==> config.mk <==
export PLATFORM = sky130hd
export DESIGN_NAME = gelato_l1_refill_arbiter
export DESIGN_NICKNAME = d
export VERILOG_FILES = /design/src/rtl/gelato_types.sv /design/src/rtl/gelato_rr_picker.sv /design/src/rtl/gelato_l1_refill_arbiter.sv
export SDC_FILE = /design/constraint.sdc
export NUM_CORES = 1
export LEC_CHECK = 0
export CAP_MARGIN = 25
export CORE_MARGIN = 1
export CORE_UTILIZATION = 38
export DETAILED_ROUTE_END_ITERATION = 10
export PLACE_DENSITY_LB_ADDON = 0.08
export SLEW_MARGIN = 20
export SYNTH_ARGS = -nofsm -noshare
export SYNTH_HDL_FRONTEND = slang
export SYNTH_SLANG_ARGS = --single-unit
==> constraint.sdc <==
create_clock -name clk -period 3.8 [get_ports clk]
set_clock_uncertainty 0.05 [all_clocks]
set_input_delay 0.38 -clock clk [delete_from_list [all_inputs] [get_ports clk]]
set_output_delay 0.38 -clock clk [all_outputs]
set_load 0.01 [all_outputs]
==> src/rtl/gelato_types.sv <==
// rtl/gelato_types.sv - shared types and constants for the L1 refill path
package gelato_types;

   localparam int L1_LINE_BEATS = 4;

   typedef enum logic [1:0] {
      IDLE  = 2'd0,
      ISSUE = 2'd1,
      WAIT  = 2'd2
   } l1_refill_state_t;

endpackage

==> src/rtl/gelato_rr_picker.sv <==
// rtl/gelato_rr_picker.sv - combinational round-robin picker starting at ptr
module gelato_rr_picker #(
   parameter int NUM_REQ = 4,
   parameter int IDW     = $clog2(NUM_REQ)
) (
   input  logic [NUM_REQ-1:0] valid,
   input  logic [IDW-1:0]     ptr,
   output logic [NUM_REQ-1:0] grant,
   output logic [IDW-1:0]     idx,
   output logic               found
);

   always_comb begin
      int c;
      grant = '0;
      idx   = '0;
      found = 1'b0;
      c     = 0;
      // Walk from ptr upward with an explicit wrap so non-power-of-two sizes work.
      for (int k = 0; k < NUM_REQ; k++) begin
         c = int'(ptr) + k;
         if (c >= NUM_REQ) c = c - NUM_REQ;
         if (!found && valid[c]) begin
            found    = 1'b1;
            grant[c] = 1'b1;
            idx      = IDW'(c);
         end
      end
   end

endmodule

==> src/rtl/gelato_l1_refill_arbiter.sv <==
// rtl/gelato_l1_refill_arbiter.sv - round-robin arbiter sharing one L2 refill port among L1 miss sources
module gelato_l1_refill_arbiter
   import gelato_types::*;
#(
   parameter int NUM_REQ    = 4,
   parameter int ADDR_WIDTH = 32,
   parameter int DATA_WIDTH = 32,
   parameter int BEATS      = L1_LINE_BEATS
) (
   input  logic                          clk,
   input  logic                          rst_n,
   input  logic                          rdy,
   input  logic [NUM_REQ-1:0]            req_valid,
   input  logic [NUM_REQ*ADDR_WIDTH-1:0] req_addr,
   output logic [NUM_REQ-1:0]            req_ready,
   output logic [NUM_REQ-1:0]            resp_valid,
   output logic [DATA_WIDTH-1:0]         resp_data,
   output logic                          resp_last,
   output logic                          l2_req_valid,
   output logic [ADDR_WIDTH-1:0]         l2_req_addr,
   input  logic                          l2_req_ready,
   input  logic                          l2_resp_valid,
   input  logic [DATA_WIDTH-1:0]         l2_resp_data
);

   localparam int IDW  = $clog2(NUM_REQ);
   localparam int CNTW = $clog2(BEATS);

   l1_refill_state_t      state_q, state_d;
   logic [IDW-1:0]        rr_ptr_q;
   logic [IDW-1:0]        grant_id_q;
   logic [CNTW-1:0]       beat_cnt_q;
   logic [ADDR_WIDTH-1:0] addr_q;

   logic [NUM_REQ-1:0]    pick_grant;
   logic [IDW-1:0]        pick_idx;
   logic                  pick_found;

   logic                  do_grant;
   logic                  last_beat;

   gelato_rr_picker #(
      .NUM_REQ (NUM_REQ),
      .IDW     (IDW)
   ) u_picker (
      .valid (req_valid),
      .ptr   (rr_ptr_q),
      .grant (pick_grant),
      .idx   (pick_idx),
      .found (pick_found)
   );

   assign do_grant  = (state_q == IDLE) && rdy && pick_found;
   assign last_beat = (state_q == WAIT) && l2_resp_valid && (beat_cnt_q == CNTW'(BEATS - 1));

   always_comb begin
      state_d      = state_q;
      req_ready    = '0;
      resp_valid   = '0;
      resp_data    = '0;
      resp_last    = 1'b0;
      l2_req_valid = 1'b0;
      l2_req_addr  = '0;
      case (state_q)
         IDLE: begin
            if (do_grant) begin
               req_ready = pick_grant;
               state_d   = ISSUE;
            end
         end
         ISSUE: begin
            l2_req_valid = 1'b1;
            l2_req_addr  = addr_q;
            if (l2_req_ready) state_d = WAIT;
         end
         WAIT: begin
            resp_data = l2_resp_data;
            if (l2_resp_valid) begin
               resp_valid = NUM_REQ'(1) << grant_id_q;
               resp_last  = last_beat;
            end
            if (last_beat) state_d = IDLE;
         end
         default: state_d = IDLE;
      endcase
      // Keep every output quiet while reset is asserted, even before the state register clears.
      if (!rst_n) begin
         req_ready    = '0;
         resp_valid   = '0;
         resp_data    = '0;
         resp_last    = 1'b0;
         l2_req_valid = 1'b0;
         l2_req_addr  = '0;
      end
   end

   always_ff @(posedge clk) begin
      if (!rst_n) begin
         state_q    <= IDLE;
         rr_ptr_q   <= '0;
         grant_id_q <= '0;
         beat_cnt_q <= '0;
         addr_q     <= '0;
      end else begin
         state_q <= state_d;
         if (do_grant) begin
            grant_id_q <= pick_idx;
            addr_q     <= req_addr[int'(pick_idx)*ADDR_WIDTH +: ADDR_WIDTH];
         end
         if (state_q == ISSUE && l2_req_ready) beat_cnt_q <= '0;
         if (state_q == WAIT && l2_resp_valid) beat_cnt_q <= beat_cnt_q + CNTW'(1);
         if (last_beat) begin
            rr_ptr_q <= (grant_id_q == IDW'(NUM_REQ - 1)) ? '0 : grant_id_q + IDW'(1);
         end
      end
   end

   a_no_stray_beat: assert property (@(posedge clk) disable iff (!rst_n)
      !(l2_resp_valid && state_q != WAIT));

endmodule

==> results.yml, run 1 <==
status:
  outcome: "complete, no violations"
synth:
  syn_nets: 689
  synth_area_sq_um: 3930
  async_flop_share_pct: 0
  avgSynthCellArea_sq_um: 7.69
  synthTopCellsByArea: "dfxtp_1, and2_1, and3_1"
  synth_top_cell_by_area: "dfxtp_1"
  synth_edf_count: 0
  netlist.area_leader.share_pct: 20.4
  ys_ff_latch: 40
  synth_cell_types: 53
  syn_inst: 511
  yosys_warnings: 0
  synth_flop_cell: "dfxtp_1"
  yosysSeqAreaShare_pct: 20.4
worst_setup_path:
  critPathBufInv: 2
  timing.rr.end: "addr_q[23]"
  reg2reg_depth: 9
  max_stage_delay_ns: 0.63
  endpoint_kind: "primary output"
  slowest_stage: "mux4_2"
  crit_top_cell: "nor2_1"
  r2r_start: "rr_ptr_q[1]"
  critPathLaunchType: "register"
  critPathKind: "register to primary output"
  path_max_fanout: 9
  crit_cells: 8
  cp_cell_sequence: "inv_1 > ha_2 > mux4_2 > a22oi_1 > nor2_1 > a221oi_1 > nor2_1 > clkdlybuf4s50_1"
  required_ns: 3.37
  critPathArrivalTime_ns: 3.17
  crit_family: "multiplexers"
  rrSetupSlack_ns: 0.39
timing:
  setup_ws_ns: 0.200
  slew_viol_final: 0
  rsz0062_at_grt: "false"
  period_needed_ns: 3.60
  max_freq_mhz: 278
  relSlewSlack_pct: 33.9
  hold_viol: 0
  fin_crit_sh_pct: 94.7
  final.setup.tns_ns: 0
  worst_pin_slew_ns: 0.988
  setup_viol: 0
clock_tree:
  htree_levels: 2
  cts_hold_buf: 0
  numCtsBuffers: 5
  path_clk_slew_ns: 0.07
  cts.sinks: 40
  cts_tree: "done"
  cts-root-buf: "clkbuf_8"
  cts_buffer_depth: 2
  worstSkewPairLatency_ns: 0.29
die:
  core_area_sq_um: 9910
  pin_count: 243
  start_util_pct: 39.7
  fp-row-count: 36
  fp.dieH_microns: 104
  die_w_microns: 104
  die-area_sq_um: 10800
cells_and_area:
  nFillCells: 853
  final_common_cell: "clkdlybuf4s50_1"
  nets: 908
  regArea_sq_um: 802
  final_cell_mix: "clkdlybuf4s50_1, and2_1, nand2_1, and3_1, dfxtp_1"
  fin_util_pct: 66.2
  drive_gt1_share_pct: 8.07
  syn2layout_area_growth_pct: 67.0
  insertedDiodeCount: 0
  multi_input_area_sq_um: 2850
route:
  drc: 0
  routed-via-count: 4939
  dr.pass1.iters: 5
  wl_per_cell_microns: 18.5
  via_per_inst: 5.72
  postRouteAntennaNets: 0
  drt_iter0_markers: 291
  drt_wl_total_microns: 16000
hold_path:
  hold_path_startpoint: "state_q[0]"
  hp-class: "register to register"
  hold_depth: 2
  hold_end: "state_q[0]"
grt:
  grt_start_max_net_pins: 61
  grt_overflow: 0
  grt_pass1_wl_microns: 25300
  antenna_found_initial: 0
  track_usage_pct: 28.9
  grt_pass1_vias: 4977
power:
  p_leak_nw: 2.53
  peakVddDrop_mv: 0.199
  power.density_nw_per_um2: 204
  finalPower_mw: 1.34
placement:
  pre_cts_slack_ns: 0.354
  gp_congestion: 0.845
  portBuffers: 242
  dpl.hpwl_microns: 11500
run:
  max_cap_violations: 0
flip-flops by register name (all words and copies together) (netlist names):
signal,count
addr_q,32
beat_cnt_q,2
grant_id_q,2
rr_ptr_q,2
state_q,2
worst max path at each step:
stage	endpoint	from	slack, ns
final	req_ready[0]	rr_ptr_q[1]	0.20
after global routing	req_ready[1]	rr_ptr_q[1]	0.06
after CTS	req_ready[0]	rr_ptr_q[1]	0.12
after detailed placement	addr_q[5]	rr_ptr_q[1]	0.35
after global placement	addr_q[6]	req_valid[1]	0.48
after floorplan	addr_q[12]	rr_ptr_q[0]	0.55
per-stage QoR:
step                      instances  hold slack [ns]  cell area, sq um
after floorplan                 511            0.438              3930
after global placement          853            0.454              6430
after detailed placement        853            0.480              6430
after CTS                       861            0.491              6540
after global routing            864            0.514              6560
final                           864            0.489              6560
report_power, final:
group / leakage [nW] / internal (mW) / switching [mW]
logic: 2.14 / 0.293 / 0.211
registers: 0.330 / 0.457 / 0.0189
clock network: 0.0552 / 0.195 / 0.163
total: 2.53 / 0.945 / 0.393
cell type report:
class | instances | share of cell area (%)
multi-input cells | 405 | 43.5
repair buffers | 259 | 39.0
flip-flops and latches | 40 | 12.2
well taps | 133 | 2.54
clock buffers | 6 | 1.11
inverters | 19 | 1.09
clock inverters | 2 | 0.534
routing by layer:
layer	vias up	part of all wire [%]	GRT usage [%]
met5	-	0	0
met4	0	2.5	9.18
met3	32	7.6	5.73
met2	276	51	52.0
met1	2300	39	34.4
li1	2331	-	-
worst reg2reg max path: stages (launching register included):
cell and delay (ns):
dfxtp_1 0.48, inv_1 0.11, ha_2 0.44, mux4_2 0.63, o21bai_1 0.27, and2_1 0.21, a21oi_4 0.39, buf_4 0.37
a211oi_1 0.14, a311oi_1 0.24
cell families after synthesis:
kind of cell | after synthesis | share of synthesized area, %
compound gates | 140 | 27.2
fa+ha+maj | 9 | 2.86
buf+inv | 66 | 7.57
flops | 40 | 20.4
mux | 38 | 11.6
simple gates | 218 | 30.4
cells in the mapped netlist, drive strengths merged, types with 7 or more instances:
cell    count
a221o      11
nor2       40
clkbuf     28
inv        19
nor2b       7
mux2       32
nand2      45
a311oi     19
nor3b      20
a32oi      11
ha          9
o21ai      22
a211oi     20
and3       39
a21oi      10
dfxtp      40
and2       47
buf        19
a22oi      24
timing repair:
item / 4_1_cts / 5_1_grt
endpoints found under the setup margin: 0 / 3
resized for setup: 0 / 1
setup buffers: 0 / 3
hold endpoints to repair: 0 / 0
Power figures use the tool's default switching activity.
==> run 2: changes to the inputs <==
PLACE_DENSITY = 0.88   (was unset)
PLACE_DENSITY_LB_ADDON = unset   (was 0.08)
==> run 2 against run 1 <==
  * Clock power down 1%
  * Sequential cell count unchanged
  * Power down 0.30%
  * Combinational power about the same
  * Count of clock-buffer cells in the layout unchanged
  * Sequential share of layout area about the same
  * Die area unchanged
  * Critical path type unchanged
  * Critical endpoint is now req_ready[1]
  * Largest power group unchanged
==> results.yml, run 2 (same netlist as run 1, synthesis figures left out) <==
placement:
  dpl.hpwl_microns: 11700
  dp.cells: 851
  portBuffers: 242
  post_dp_cell_area_sq_um: 6420
  gp_congestion: 0.945
clock_tree:
  cts_hold_buf: 0
  cts_tree: "done"
  numCtsBuffers: 5
  cts_buffer_depth: 2
  worstSkewPairLatency_ns: 0.29
  htree_levels: 2
  path_clk_slew_ns: 0.08
  cts-root-buf: "clkbuf_8"
  cts.sinks: 40
timing:
  worst_pin_slew_ns: 0.880
  relSlewSlack_pct: 41.2
  setup_viol: 0
  hold_viol: 0
  period_needed_ns: 3.62
  fin_crit_sh_pct: 95.4
  final.setup.tns_ns: 0
  max_freq_mhz: 276
  slew_viol_final: 0
  rsz0062_at_grt: "false"
worst_setup_path:
  critPathBufInv: 2
  critPathArrivalTime_ns: 3.19
  max_stage_delay_ns: 0.63
  cp_cell_sequence: "inv_1 > ha_2 > mux4_2 > nor2b_4 > a22oi_1 > nor2_1 > a221oi_1 > nor2_1 > clkdlybuf4s50_1"
  required_ns: 3.37
  path_max_fanout: 10
  crit_top_cell: "nor2_1"
  slowest_stage: "mux4_2"
  endpoint_kind: "primary output"
  critPathKind: "register to primary output"
  critPathLaunchType: "register"
  crit_family: "buffers and inverters"
run:
  max_cap_violations: 0
die:
  die-area_sq_um: 10800
  die_w_microns: 104
  start_util_pct: 39.7
  core_area_sq_um: 9910
  fp.dieH_microns: 104
  fp-row-count: 36
  pin_count: 243
cells_and_area:
  insertedDiodeCount: 0
  final_common_cell: "clkdlybuf4s50_1"
  nets: 905
  final_cell_mix: "clkdlybuf4s50_1, and2_1, nand2_1, and3_1, dfxtp_1"
  drive_gt1_share_pct: 7.83
  final_area_sq_um: 6550
  syn2layout_area_growth_pct: 66.5
  stdcell_count: 861
  fin_util_pct: 66.0
  largest_reg_flops: 32
  regMostFlops: "addr_q"
route:
  routed-via-count: 5039
  drc: 0
  dr.pass1.iters: 5
  postRouteAntennaNets: 0
  wl_per_cell_microns: 18.6
  via_per_inst: 5.85
  drt_wl_total_microns: 16000
  drt_iter0_markers: 260
status:
  outcome: "complete, no violations"
grt:
  track_usage_pct: 28.8
  grt_overflow: 0
  antenna_found_initial: 0
  grt_pass1_wl_microns: 25300
  grt_start_max_net_pins: 61
  grt_pass1_vias: 5213
hold_path:
  hp-class: "register to register"
power:
  p_leak_nw: 2.51
  peakVddDrop_mv: 0.126
  power.density_nw_per_um2: 204
==> run 2: changes by cell type in the layout (fill, tap and decap cells not counted), sizes merged <==
cell,delta
buf,-3
==> run 2: final timing paths <==
kind	start	to	slack, ns	cells after the start
max	rr_ptr_q[0]	req_ready[1]	0.18	9
min	state_q[0]	state_q[0]	0.48	2
max reg2reg	rr_ptr_q[0]	addr_q[5]	0.20	8
min reg2reg	state_q[0]	state_q[0]	0.48	2
==> run 2: metal layers <==
layer	track usage, %	up-vias	share of wire [%]
met5	0	-	0
met4	13.0	0	3.3
met3	5.41	44	7.6
met2	52.2	307	51
met1	32.5	2363	38
li1	-	2325	-
==> run 2: report_power, final <==
| group | internal (mW) | total, mW | switching, mW |
|---|---|---|---|
| Sequential | 0.457 | 0.477 | 0.0199 |
| Combinational | 0.290 | 0.504 | 0.214 |
| Clock | 0.195 | 0.353 | 0.158 |
==> run 2: cell type report <==
class / instances / area, sq um
fill: 784 / 3360
sequential: 40 / 802
timing repair buffer: 256 / 2540
tap: 133 / 166
clock inverter: 2 / 35.0
inverter: 19 / 71.3
multi-input combinational: 405 / 2860
clock buffer: 6 / 72.6
==> run 2: what timing repair did <==
item                       4_1_cts  5_1_grt
setup endpoints to repair        0       25
setup buffers                    0        2
resized for setup                0        1
==> run 2: worst reg2reg max path: stages, from the launching register on <==
cell and delay (ns):
dfxtp_2 0.44, inv_1 0.18, ha_2 0.46, mux4_2 0.63
o21bai_1 0.27, and2_1 0.21, a21oi_4 0.52, mux2_2 0.42
a221o_1 0.32
==> run 2: stage by stage <==
stage          power [mW]  hold slack (ns)  setup slack [ns]
3_5_place_dp        0.984            0.468             0.156
3_3_place_gp        0.967            0.456             0.301
4_1_cts              1.34            0.482            0.0416
6_report             1.33            0.484             0.177
5_1_grt              1.40            0.516           0.00632
2_1_floorplan       0.706            0.438             0.550
